## src/rtl/dmem_arb_pkg.sv

```systemverilog
// Shared types and constants for the data-memory port arbiter.
package dmem_arb_pkg;

  typedef enum logic [1:0] {
    IDLE  = 2'b00,
    LOCK0 = 2'b01,
    LOCK1 = 2'b10
  } arbState_t;

  localparam logic PORT_CPU = 1'b0;
  localparam logic PORT_DBG = 1'b1;

endpackage

```

## src/rtl/dmem_arb_pick.sv

```systemverilog
// Combinational winner select for the data-memory arbiter.
// rrPtr names the port favoured when both request in IDLE.
module dmem_arb_pick
  import dmem_arb_pkg::*;
(
  input  logic      req0,
  input  logic      req1,
  input  arbState_t state,
  input  logic      rrPtr,
  output logic      gnt0,
  output logic      gnt1,
  output logic      owner
);

  // Grant the owner while locked, otherwise resolve conflicts through rrPtr
  always_comb begin
    gnt0  = 1'b0;
    gnt1  = 1'b0;
    owner = PORT_CPU;
    case (state)
      LOCK0: begin
        gnt0 = req0;
      end
      LOCK1: begin
        gnt1  = req1;
        owner = PORT_DBG;
      end
      default: begin
        if (req0 && req1) begin
          owner = rrPtr;
          gnt0  = (rrPtr == PORT_CPU);
          gnt1  = (rrPtr == PORT_DBG);
        end else if (req1) begin
          gnt1  = 1'b1;
          owner = PORT_DBG;
        end else begin
          gnt0 = req0;
        end
      end
    endcase
  end

endmodule

```

## src/rtl/dmem_port_arbiter.sv

```systemverilog
// Two-port arbiter in front of a single-port data memory (CPU = port 0,
// debug/loader = port 1). Optional round-robin IDLE arbitration is enabled
// by defining DMEM_ARB_RR_EN; the default build uses fixed priority to port 0.
module dmem_port_arbiter
  import dmem_arb_pkg::*;
#(
  parameter int DATA_W = 32,
  parameter int ADDR_W = 16,
  parameter int CNT_W  = 16
) (
  input  logic              sysCLK,
  input  logic              resetN,
  input  logic              req0,
  input  logic              req1,
  input  logic              we0,
  input  logic              we1,
  input  logic              lock0,
  input  logic              lock1,
  input  logic [ADDR_W-1:0] addr0,
  input  logic [ADDR_W-1:0] addr1,
  input  logic [DATA_W-1:0] wdata0,
  input  logic [DATA_W-1:0] wdata1,
  output logic              gnt0,
  output logic              gnt1,
  output logic              rvalid0,
  output logic              rvalid1,
  output logic [DATA_W-1:0] rdata0,
  output logic [DATA_W-1:0] rdata1,
  output logic [ADDR_W-1:0] memAddr,
  output logic [DATA_W-1:0] memDataW,
  output logic              memRW,
  input  logic [DATA_W-1:0] memDataR,
  output logic [CNT_W-1:0]  stallCnt
);

  function automatic logic [CNT_W-1:0] satInc(input logic [CNT_W-1:0] v);
    return (&v) ? v : v + {{(CNT_W-1){1'b0}}, 1'b1};
  endfunction

  arbState_t state;
  arbState_t stateNext;
  logic      pickGnt0;
  logic      pickGnt1;
  logic      owner;
  logic      rrPtr;
  logic      vld_p1;
  logic      owner_p1;
  logic      stall;

  dmem_arb_pick uPick (
    .req0  (req0),
    .req1  (req1),
    .state (state),
    .rrPtr (rrPtr),
    .gnt0  (pickGnt0),
    .gnt1  (pickGnt1),
    .owner (owner)
  );

  // Grants are forced low while reset is asserted
  assign gnt0 = pickGnt0 & resetN;
  assign gnt1 = pickGnt1 & resetN;

`ifdef DMEM_ARB_RR_EN
  // After any grant, favour the other port on the next conflict
  always_ff @(posedge sysCLK or negedge resetN) begin
    if (!resetN)
      rrPtr <= PORT_CPU;
    else if (gnt0 || gnt1)
      rrPtr <= ~owner;
  end
`else
  assign rrPtr = PORT_CPU;
`endif

  // State register
  always_ff @(posedge sysCLK or negedge resetN) begin
    if (!resetN)
      state <= IDLE;
    else
      state <= stateNext;
  end

  // Next state: enter a lock on a locked grant, leave when owner releases or drops req
  always_comb begin
    stateNext = state;
    case (state)
      IDLE: begin
        if (gnt0 && lock0)
          stateNext = LOCK0;
        else if (gnt1 && lock1)
          stateNext = LOCK1;
      end
      LOCK0: begin
        if (!req0 || !lock0)
          stateNext = IDLE;
      end
      LOCK1: begin
        if (!req1 || !lock1)
          stateNext = IDLE;
      end
      default: stateNext = IDLE;
    endcase
  end

  // Steer the winner onto the memory port; idle bus is all zeros
  always_comb begin
    memAddr  = '0;
    memDataW = '0;
    memRW    = 1'b0;
    if (gnt0) begin
      memAddr  = addr0;
      memDataW = wdata0;
      memRW    = we0;
    end else if (gnt1) begin
      memAddr  = addr1;
      memDataW = wdata1;
      memRW    = we1;
    end
  end

  // ---- stage p1: read return, keyed by the owner tag captured at grant ----
  always_ff @(posedge sysCLK or negedge resetN) begin
    if (!resetN) begin
      vld_p1   <= 1'b0;
      owner_p1 <= PORT_CPU;
    end else begin
      vld_p1   <= (gnt0 & ~we0) | (gnt1 & ~we1);
      owner_p1 <= owner;
    end
  end

  assign rvalid0 = vld_p1 & (owner_p1 == PORT_CPU);
  assign rvalid1 = vld_p1 & (owner_p1 == PORT_DBG);
  assign rdata0  = rvalid0 ? memDataR : '0;
  assign rdata1  = rvalid1 ? memDataR : '0;

  assign stall = (req0 & ~gnt0) | (req1 & ~gnt1);

  // Count cycles where some requester is held off, saturating at all-ones
  always_ff @(posedge sysCLK or negedge resetN) begin
    if (!resetN)
      stallCnt <= '0;
    else if (stall)
      stallCnt <= satInc(stallCnt);
  end

endmodule

```

## config.mk

```make
export PLATFORM = sky130hd
export DESIGN_NAME = dmem_port_arbiter
export DESIGN_NICKNAME = d
export VERILOG_FILES = /design/src/rtl/dmem_arb_pkg.sv /design/src/rtl/dmem_arb_pick.sv /design/src/rtl/dmem_port_arbiter.sv
export SDC_FILE = /design/constraint.sdc
export NUM_CORES = 1
export LEC_CHECK = 0
export CORE_AREA = 2 2 103 105
export DETAILED_ROUTE_END_ITERATION = 8
export DIE_AREA = 0 0 105 107
export PLACE_DENSITY = 0.76
export SYNTH_ARGS = -nofsm -noshare
export SYNTH_HDL_FRONTEND = slang
export SYNTH_SLANG_ARGS = --single-unit
export TNS_END_PERCENT = 10
```

## constraint.sdc

```tcl
create_clock -name sysCLK -period 2.5 [get_ports sysCLK]
set_clock_uncertainty 0.1 [all_clocks]
set_input_delay 0.5 -clock sysCLK [delete_from_list [all_inputs] [get_ports sysCLK]]
set_output_delay 0.5 -clock sysCLK [all_outputs]
set_load 0.01 [all_outputs]
```

Yosys cells after proc, flatten, opt, wreduce, memory -nomap -nowiden
Cells that the tools add are included.
{"block": "word_totals", "register_bits": 20, "latchBits": 0, "ramBits": 0, "rom_bits": 0, "input_bits": 136, "word_cells": 59, "n_memories": 0}
{"block": "classes", "addsub": 1, "multipliers": 0, "div_mod_pow": 0, "n_lt_le_gt_ge": 0, "n_eq_ne": 5, "shift": 0, "n_mux": 20, "bitwise_logic": 16, "n_reduce_logical": 13}
{"cell": "$mux 32", "n": 4}
{"cell": "$mux 16", "n": 2}
{"cell": "$add 16x1->16 const B", "n": 1}
{"cell": "$reduce_and 16->1", "n": 1}
{"cell": "$and 1x1->1", "n": 8}
{"cell": "$mux 2", "n": 4}
{"cell": "$mux 1", "n": 6}
{"cell": "$not 1->1", "n": 6}
{"cell": "$pmux 1 s2", "n": 3}
{"cell": "$pmux 2 s3", "n": 1}
{"cell": "$logic_not 1->1", "n": 4}
{"cell": "$ne 2x2->1 const B", "n": 2}
{"cell": "$logic_and 1x1->1", "n": 3}
{"cell": "$ne 3x3->1 const B", "n": 1}
{"cell": "$reduce_and 3->1", "n": 1}
{"cell": "$eq 2x1->1 const B", "n": 1}
{"cell": "$eq 2x2->1 const B", "n": 1}
{"cell": "$logic_not 2->1", "n": 1}
{"cell": "$logic_or 1x1->1", "n": 2}
{"cell": "$or 1x1->1", "n": 2}
{"cell": "$reduce_and 2->1", "n": 1}

Longest topological paths before layout
Gate-level depths: netlist (run 1).
{"block": "logic_depth", "word_depth": 8, "mapped_depth": 8, "depth_no_buf": 8}

By module
Synthesis (run 1) repeated with hierarchy kept, for this count alone.
{"block": "unflattened", "hier_cells": 237, "area_unflattened_um2": 2025.7}
{"mod": "dmem_port_arbiter", "n_inst": 1, "cells_per_inst": 225, "area_per_inst_um2": 1951.9}
{"mod": "dmem_arb_pick", "n_inst": 1, "cells_per_inst": 12, "area_per_inst_um2": 73.8}

Worst setup path after synthesis (run 1)
OpenSTA, ideal clock, no wires.
{"block": "synth_timing", "kind": "register to output", "from": "reg state[0]", "to": "out memAddr[10]", "t_arrival_ps": 1625, "t_required_ps": 1900, "setup_slack_ps": 275, "path_stages_with_launch": 9, "path_buffers": 1, "path_cell_list": "dfrtp_1 inv_1 ha_1 and2_1 o21ai_1 clkinv_1 buf_2 nand3_1 nand2_1"}
{"block": "synth_via", "elab_chain_cells": 5, "elab_cells_between_ends": 8}
{"element": "start, declared", "line": "dmem_port_arbiter.sv:40", "source": "arbState_t state;"}
{"element": "start signal, assigned", "line": "dmem_port_arbiter.sv:81", "source": "state <= stateNext;"}
{"element": "$eq 2x2->1 / $eq 2x1->1 (equally long branches)", "line": "dmem_arb_pick.sv:20", "source": "case (state)"}
{"element": "$pmux 1 s2 *", "line": "dmem_arb_pick.sv:20"}
{"element": "$and 1x1->1 *", "line": "dmem_port_arbiter.sv:62", "source": "assign gnt1 = pickGnt1 & resetN;"}
{"element": "named net gnt1", "line": "dmem_port_arbiter.sv:24", "source": "output logic gnt1,"}
{"element": "$mux 16 *", "line": "dmem_port_arbiter.sv:115", "source": "end else if (gnt1) begin"}
{"element": "$mux 16 *", "line": "dmem_port_arbiter.sv:111", "source": "if (gnt0) begin"}
{"element": "end, declared", "line": "dmem_port_arbiter.sv:29", "source": "output logic [ADDR_W-1:0] memAddr,"}
Mark *: on every way through the listed nets, which the timed path passes. The rest lies on a longest branch.

Final worst setup path (run 1)
{"block": "layout_timing", "from": "reg state[0]", "to": "out memDataW[9]"}
{"block": "layout_via", "elab_chain_cells": 5, "elab_cells_between_ends": 8}
{"element": "$eq 2x2->1 / $eq 2x1->1 (equally long branches)", "line": "dmem_arb_pick.sv:20"}
{"element": "$pmux 1 s2", "line": "dmem_arb_pick.sv:20"}
{"element": "$and 1x1->1", "line": "dmem_port_arbiter.sv:62"}
{"element": "$mux 32", "line": "dmem_port_arbiter.sv:115"}
{"element": "$mux 32 *", "line": "dmem_port_arbiter.sv:111"}
{"element": "end, declared", "line": "dmem_port_arbiter.sv:30", "source": "output logic [DATA_W-1:0] memDataW,"}
Every way passes the cells marked *; elsewhere a longest branch is shown, timed or not.

==> results.ini, run 1 <==
[clock_tree]
cts_tree=done
cts.sinks=20
clk_path_buf_depth=2
cts_made_buffers=3
cts_hold_buf=0
clockRootBuffer=clkbuf_8
htreeDepth=1
path_clk_slew_ns=0.08
clk_latency_ns=0.26

[timing]
post-route-period-util_pct=105
worst_pin_slew_ns=0.449
relSlewSlack_pct=70.0
min_period_ns=2.61
finalHoldViolations=0
slew_violations=0
setup_violations=49
tns_ns=-3.74
worst_slack_ns=-0.114
rsz0062_at_grt=true
maxClockFrequency_mhz=383

[yosys]
synthCells=347
ys_types=40
syn_avg_cell_area_um2=6.50
synth.yosys.seq_area_share_pct=22.2
synth_simple_gate_area_share_pct=58.0
synth_top_family_by_area=simple AND/OR/NAND/NOR gates
ys_ff_latch=20
syn_area_mm2=0.00226
synth_fa_ha_area_share_pct=2.22
async_flop_share_pct=100
yosysWarnings=0
synth_compound_area_share_pct=5.54
synthMuxAreaShare_pct=1.11
synth_ff_type=dfrtp_1
synth.net_count=487
synth_xor_area_share_pct=4.66
synth_edf_count=0

[power]
leakagePower_nw=2.71
powerDensity_mw_per_mm2=582
total_power_mw=3.33
ir_worst_vdd_mv=0.367

[setup_path]
critPathMaxFanout=6
criticalPathCategory=reg -> out
end_kind=output pin
cp-start-kind=register
reg2regPathDepth=12
max_stage_delay_ns=0.37
path_cells=inv_2 -> buf_6 -> ha_4 -> and2_4 -> o21ai_4 -> clkinv_4 -> buf_12 -> clkbuf_16 -> nand3_1 -> nand2_1 -> buf_6
worstPathArrival_ns=2.01
cpMaxStageDelayCell=dfrtp_1
crit_required_ns=1.90
crit_top_cell=buf_6

[floorplan]
start_util_pct=22.4
coreArea_mm2=0.0101
die_y_um=107
die_x_um=105
fp-row-count=37
io_pins=269
dieArea_mm2=0.0112

[finish]
layout_commonest_cell=clkdlybuf4s50_1
area_growth_pct=154
fill_cells=970
seqCellArea_um2=500
fin_cells=779
multi_input_area_mm2=0.00184
final_cell_mix=clkdlybuf4s50_1, nand2_1, buf_2
nets=783
drive_above_1_share_pct=25.2

[global_routing]
track_usage_pct=22.6
grt_max_degree=34
grt_antenna_before_repair=2
grtUsageMet3_pct=5.11
grt_pass1_vias=3586
grt-ovfl-total=0
use_met2_pct=40.8
grtUsageMet1_pct=27.0
grt-busiest-layer=met2
grt_pass1_wl_um=20000

[run_status]
violations=setup timing
status=complete, but fails checks

[detailed_routing]
drtPass1Iterations=5
wl_per_cell_um=18.2
ant_nets=0
vias=3721
routed_wirelength_um=14200
drt_iter0_markers=219
via_per_inst=4.78
drc=0

[place]
place_inst=755
place_hpwl_um=10500
routabilityCongestion=0.836
port_buffers=268
preCtsSetupSlack_ns=-0.478

[worst_hold_path]
holdCritPathClass=reg -> reg
whs_path_depth=1

[run]
drv_cap=0

==> per-layer routing <==
layer / part of all wire [%] / wire length (µm)
met3: 7.5 / 1060
met5: 0 / 0
met2: 51 / 7210
met4: 2.0 / 291
met1: 40 / 5650
==> cell usage after synthesis, drive strengths merged (5+ instances only) <==
cell type,instances,area [µm²]
inv,8,30.0
dfrtp,20,500
nand4,5,46.3
nand3,58,290
clkbuf,18,67.6
and3,39,251
nand2,108,415
xnor2,12,105
buf,7,41.3
and2,35,219
==> kinds of logic after synthesis <==
group | Yosys count
compound gates | 17
xor+xnor | 12
fa+ha+maj | 4
buf+inv | 34
flops | 20
mux | 2
simple gates | 258
==> power by group <==
group / internal (mW) / total, mW / switching, mW
logic: 1.38 / 2.57 / 1.19
registers: 0.405 / 0.513 / 0.108
clock network: 0.140 / 0.255 / 0.115
total: 1.92 / 3.33 / 1.41
==> repair_timing <==
item | 4_1_cts | 5_1_grt
hold endpoints to repair | 0 | 0
gates resized for setup | 220 | 49
cloned | 6 | 4
pin swaps | 6 | 45
buffers inserted | 4 | 5
setup endpoints to repair | 51 | 50
==> worst paths after layout <==
kind / startpoint / endpoint / slack (ns)
min reg2reg: stallCnt[9] / stallCnt[9] / 0.41
max reg2reg: state[0] / stallCnt[5] / 0.34
max in group asynchronous: resetN / stallCnt[1] / 1.65
min: stallCnt[9] / stallCnt[9] / 0.41
min in group asynchronous: resetN / owner_p1 / 0.44
max: state[0] / memDataW[9] / -0.11
==> worst max-delay path: cells and delay by family (launching register included) <==
| kind | cells | cell delay (ns) |
|---|---|---|
| adder cells (fa/ha/maj) | 1 | 0.16 |
| buffers and inverters | 6 | 0.72 |
| AO/OA/AOI/OAI | 1 | 0.18 |
| flip-flops | 1 | 0.37 |
| AND/OR/NAND/NOR | 3 | 0.31 |
==> registers in the layout (all words and copies together) (netlist names) <==
name	flops
stallCnt	16
state	2
owner_p1	1
vld_p1	1
==> per-stage QoR <==
step	hold slack, ns	area, µm²	util [%]
6_report	0.405	5730	56.8
5_1_grt	0.457	5730	56.8
3_5_place_dp	0.396	5290	52.4
3_3_place_gp	0.389	5290	52.4
2_1_floorplan	0.104	2260	-
4_1_cts	0.407	5430	53.8
==> layout make-up <==
cell class	count	share of cell area (%)
repair buffers	316	54.5
multi-input cells	293	32.1
flip-flops and latches	20	8.73
well taps	136	2.97
clock buffers	4	0.960
inverters	9	0.677
diodes	1	0.0437
Power figures use the tool's default switching activity.
==> run 2: changes to the inputs <==
- CAP_MARGIN: unset -> 10
==> results of run 2 <==
No change in the layout: final DEF, timing and power equal those of run 1.
==> run 3: changes to the inputs <==
- PLACE_DENSITY: 0.76 -> 0.68
==> run 3 against run 2 <==
Net effect:
- global-route usage is 2.3 points lower
- largest cell class unchanged
- die area unchanged
- worst setup slack worse by 0.038 ns
- highest routed layer unchanged
- clock power is 4% lower
- wire length decreased by 9.5%
- the run still ends with setup timing left
- sequential share of layout area rose by 0.15 points
- fmax decreased by 1.4%
- first-iteration DRC count shrank 9.6%
- worst hold slack got worse by 0.0094 ns
==> results.ini, run 3 (synthesized netlist as in run 1, its figures left out) <==
[floorplan]
die_y_um=107  ; unchanged
die_x_um=105  ; unchanged
start_util_pct=22.4  ; unchanged
io_pins=269  ; unchanged
fp-row-count=37  ; unchanged
dieArea_mm2=0.0112  ; unchanged
coreArea_mm2=0.0101  ; unchanged

[setup_path]
max_stage_delay_ns=0.36  ; was 0.37 ns
crit_top_cell=nand2_2  ; was buf_6
criticalPathCategory=reg -> out  ; unchanged
cp-start-kind=register  ; unchanged
cpMaxStageDelayCell=dfrtp_1  ; unchanged
worstPathArrival_ns=2.05  ; was 2.01 ns
path_cells=inv_2 -> ha_4 -> inv_4 -> o211ai_4 -> clkinv_4 -> buf_12 -> clkbuf_16 -> nand2_2 -> nand2_2 -> buf_6  ; was inv_2 -> buf_6 -> ha_4 -> and2_4 -> o21ai_4 -> clkinv_4 -> buf_12 -> clkbuf_16 -> nand3_1 -> nand2_1 -> buf_6
end_kind=output pin  ; unchanged
critPathMaxFanout=6  ; unchanged
crit_required_ns=1.90  ; about the same

[place]
routabilityCongestion=0.857  ; was 0.836
placed_cell_area_mm2=0.00523  ; was 0.00529 mm²
place_inst=748  ; was 755
port_buffers=268  ; unchanged
place_hpwl_um=9650  ; was 10500 µm

[clock_tree]
htreeDepth=1  ; unchanged
clk_path_buf_depth=2  ; unchanged
cts_hold_buf=0  ; unchanged
clk_latency_ns=0.26  ; about the same
path_clk_slew_ns=0.07  ; was 0.08 ns
cts_tree=done  ; unchanged
cts_made_buffers=3  ; unchanged
clockRootBuffer=clkbuf_8  ; unchanged
cts.sinks=20  ; unchanged

[timing]
setup_violations=49  ; unchanged
min_period_ns=2.65  ; was 2.61 ns
maxClockFrequency_mhz=377  ; was 383 MHz
worst_pin_slew_ns=0.401  ; was 0.449 ns
tns_ns=-4.93  ; was -3.74 ns
finalHoldViolations=0  ; unchanged
whs_ns=0.396  ; was 0.405 ns
slew_violations=0  ; unchanged
worst_slack_ns=-0.152  ; was -0.114 ns
rsz0062_at_grt=true  ; unchanged
post-route-period-util_pct=106  ; was 105%
relSlewSlack_pct=73.2  ; was 70.0%

[finish]
multi_input_area_mm2=0.00179  ; was 0.00184 mm²
fin_cells=770  ; was 779
diodes=0  ; was 1
largestRegisters=stallCnt (16), state (2)  ; unchanged
seqCellArea_um2=500  ; unchanged
final_cell_mix=clkdlybuf4s50_1, nand2_1, nand3_1  ; was clkdlybuf4s50_1, nand2_1, buf_2
area_growth_pct=150  ; was 154%
largest_register=stallCnt  ; unchanged
fill_cells=976  ; was 970
drive_above_1_share_pct=24.4  ; was 25.2%
layout_commonest_cell=clkdlybuf4s50_1  ; unchanged
nets=775  ; was 783
stdcell_area_mm2=0.00564  ; was 0.00573 mm²
largest_reg_flops=16  ; unchanged

[run]
drv_cap=0  ; unchanged

[power]
p_sw_mw=1.37  ; was 1.41 mW
powerDensity_mw_per_mm2=584  ; was 582 mW/mm²
p_int_mw=1.92  ; about the same
ir_worst_vdd_mv=0.532  ; was 0.367 mV
leakagePower_nw=2.69  ; was 2.71 nW
switching_share_pct=41.6  ; was 42.3%
seq_power_share_pct=15.5  ; was 15.4%
power_frac_comb_pct=77.1  ; was 77.0%
p_clk_share_pct=7.5  ; was 7.7%
total_power_mw=3.29  ; was 3.33 mW

[global_routing]
grt_pass1_vias=3293  ; was 3586
grt-ovfl-total=0  ; unchanged
grt_antenna_before_repair=0  ; was 2
grt_pass1_wl_um=18300  ; was 20000 µm
grt_max_degree=36  ; was 34
track_usage_pct=20.3  ; was 22.6%

[detailed_routing]
drt_iter0_markers=198  ; was 219
via_per_inst=4.64  ; was 4.78
drtPass1Iterations=4  ; was 5
drc=0  ; unchanged
routed_wirelength_um=12900  ; was 14200 µm
wl_per_cell_um=16.7  ; was 18.2 µm
vias=3569  ; was 3721
ant_nets=0  ; unchanged

[run_status]
status=complete, but fails checks  ; unchanged
violations=setup timing  ; unchanged

[worst_hold_path]
holdCritPathClass=reg -> reg  ; unchanged

-- run 3: cell types whose count changed in the layout (fill, tap and decap cells not counted), moves of 4 or more --
cell,change
nand2_1,-33
nand3_1,+30
nand3_2,-30
nand2_2,+27
buf_2,-12
buf_4,-10
buf_6,+8
nand2_4,+6
clkbuf_2,+4
-- run 3: power groups by stage --
stage / Combinational (mW) / Clock, mW / Sequential, mW
floorplan: 0.917 / 0 / 0.529
global placement: 2.12 / 0 / 0.506
detailed placement: 2.15 / 0 / 0.513
CTS: 2.31 / 0.254 / 0.509
global route: 2.73 / 0.266 / 0.522
finish: 2.54 / 0.246 / 0.509
-- run 3: metrics by stage --
step / worst slack [ns] / util [%]
3_5_place_dp: -0.531 / 51.8
6_report: -0.152 / 55.9
4_1_cts: -0.108 / 53.5
5_1_grt: -0.255 / 55.9
3_3_place_gp: -0.498 / 51.8
2_1_floorplan: 0.275 / -
-- run 3: layout make-up --
class                   count  share of cell area (%)
flip-flops and latches     20                    8.88
multi-input cells         293                    31.8
repair buffers            308                    54.6
inverters                   9                   0.777
well taps                 136                    3.02
clock buffers               4                   0.976
-- run 3: routing by layer --
| layer | track usage (%) | up-vias | share of wire (%) |
|---|---|---|---|
| li1 | - | 1742 | - |
| met4 | 5.05 | 0 | 2.5 |
| met3 | 3.40 | 23 | 5.2 |
| met1 | 24.7 | 1654 | 41 |
| met5 | 0 | - | 0 |
| met2 | 37.1 | 150 | 51 |
-- run 3: worst paths after layout --
| path | cells after the start | start | slack [ns] | endpoint |
|---|---|---|---|---|
| setup / recovery | 10 | state[1] | -0.15 | memDataW[4] |
| hold / removal | 1 | stallCnt[9] | 0.40 | stallCnt[9] |
| setup reg to reg | 11 | state[1] | 0.41 | state[1] |
| hold reg to reg | 1 | stallCnt[9] | 0.40 | stallCnt[9] |
| max in group asynchronous | 3 | resetN | 1.68 | stallCnt[9] |
| min in group asynchronous | 3 | resetN | 0.41 | stallCnt[6] |
-- run 3: worst max-delay path, delay by kind of cell (launching register included) --
family / cells / cell delay (ns)
buf+inv: 6 / 0.71
flops: 1 / 0.36
fa+ha+maj: 1 / 0.30
compound gates: 1 / 0.29
simple gates: 2 / 0.13
-- run 3: timing repair --
item,CTS,global route
gates resized for setup,193,107
pin swaps,3,14
buffers inserted,6,8
setup endpoints to repair,51,51
cloned,4,3
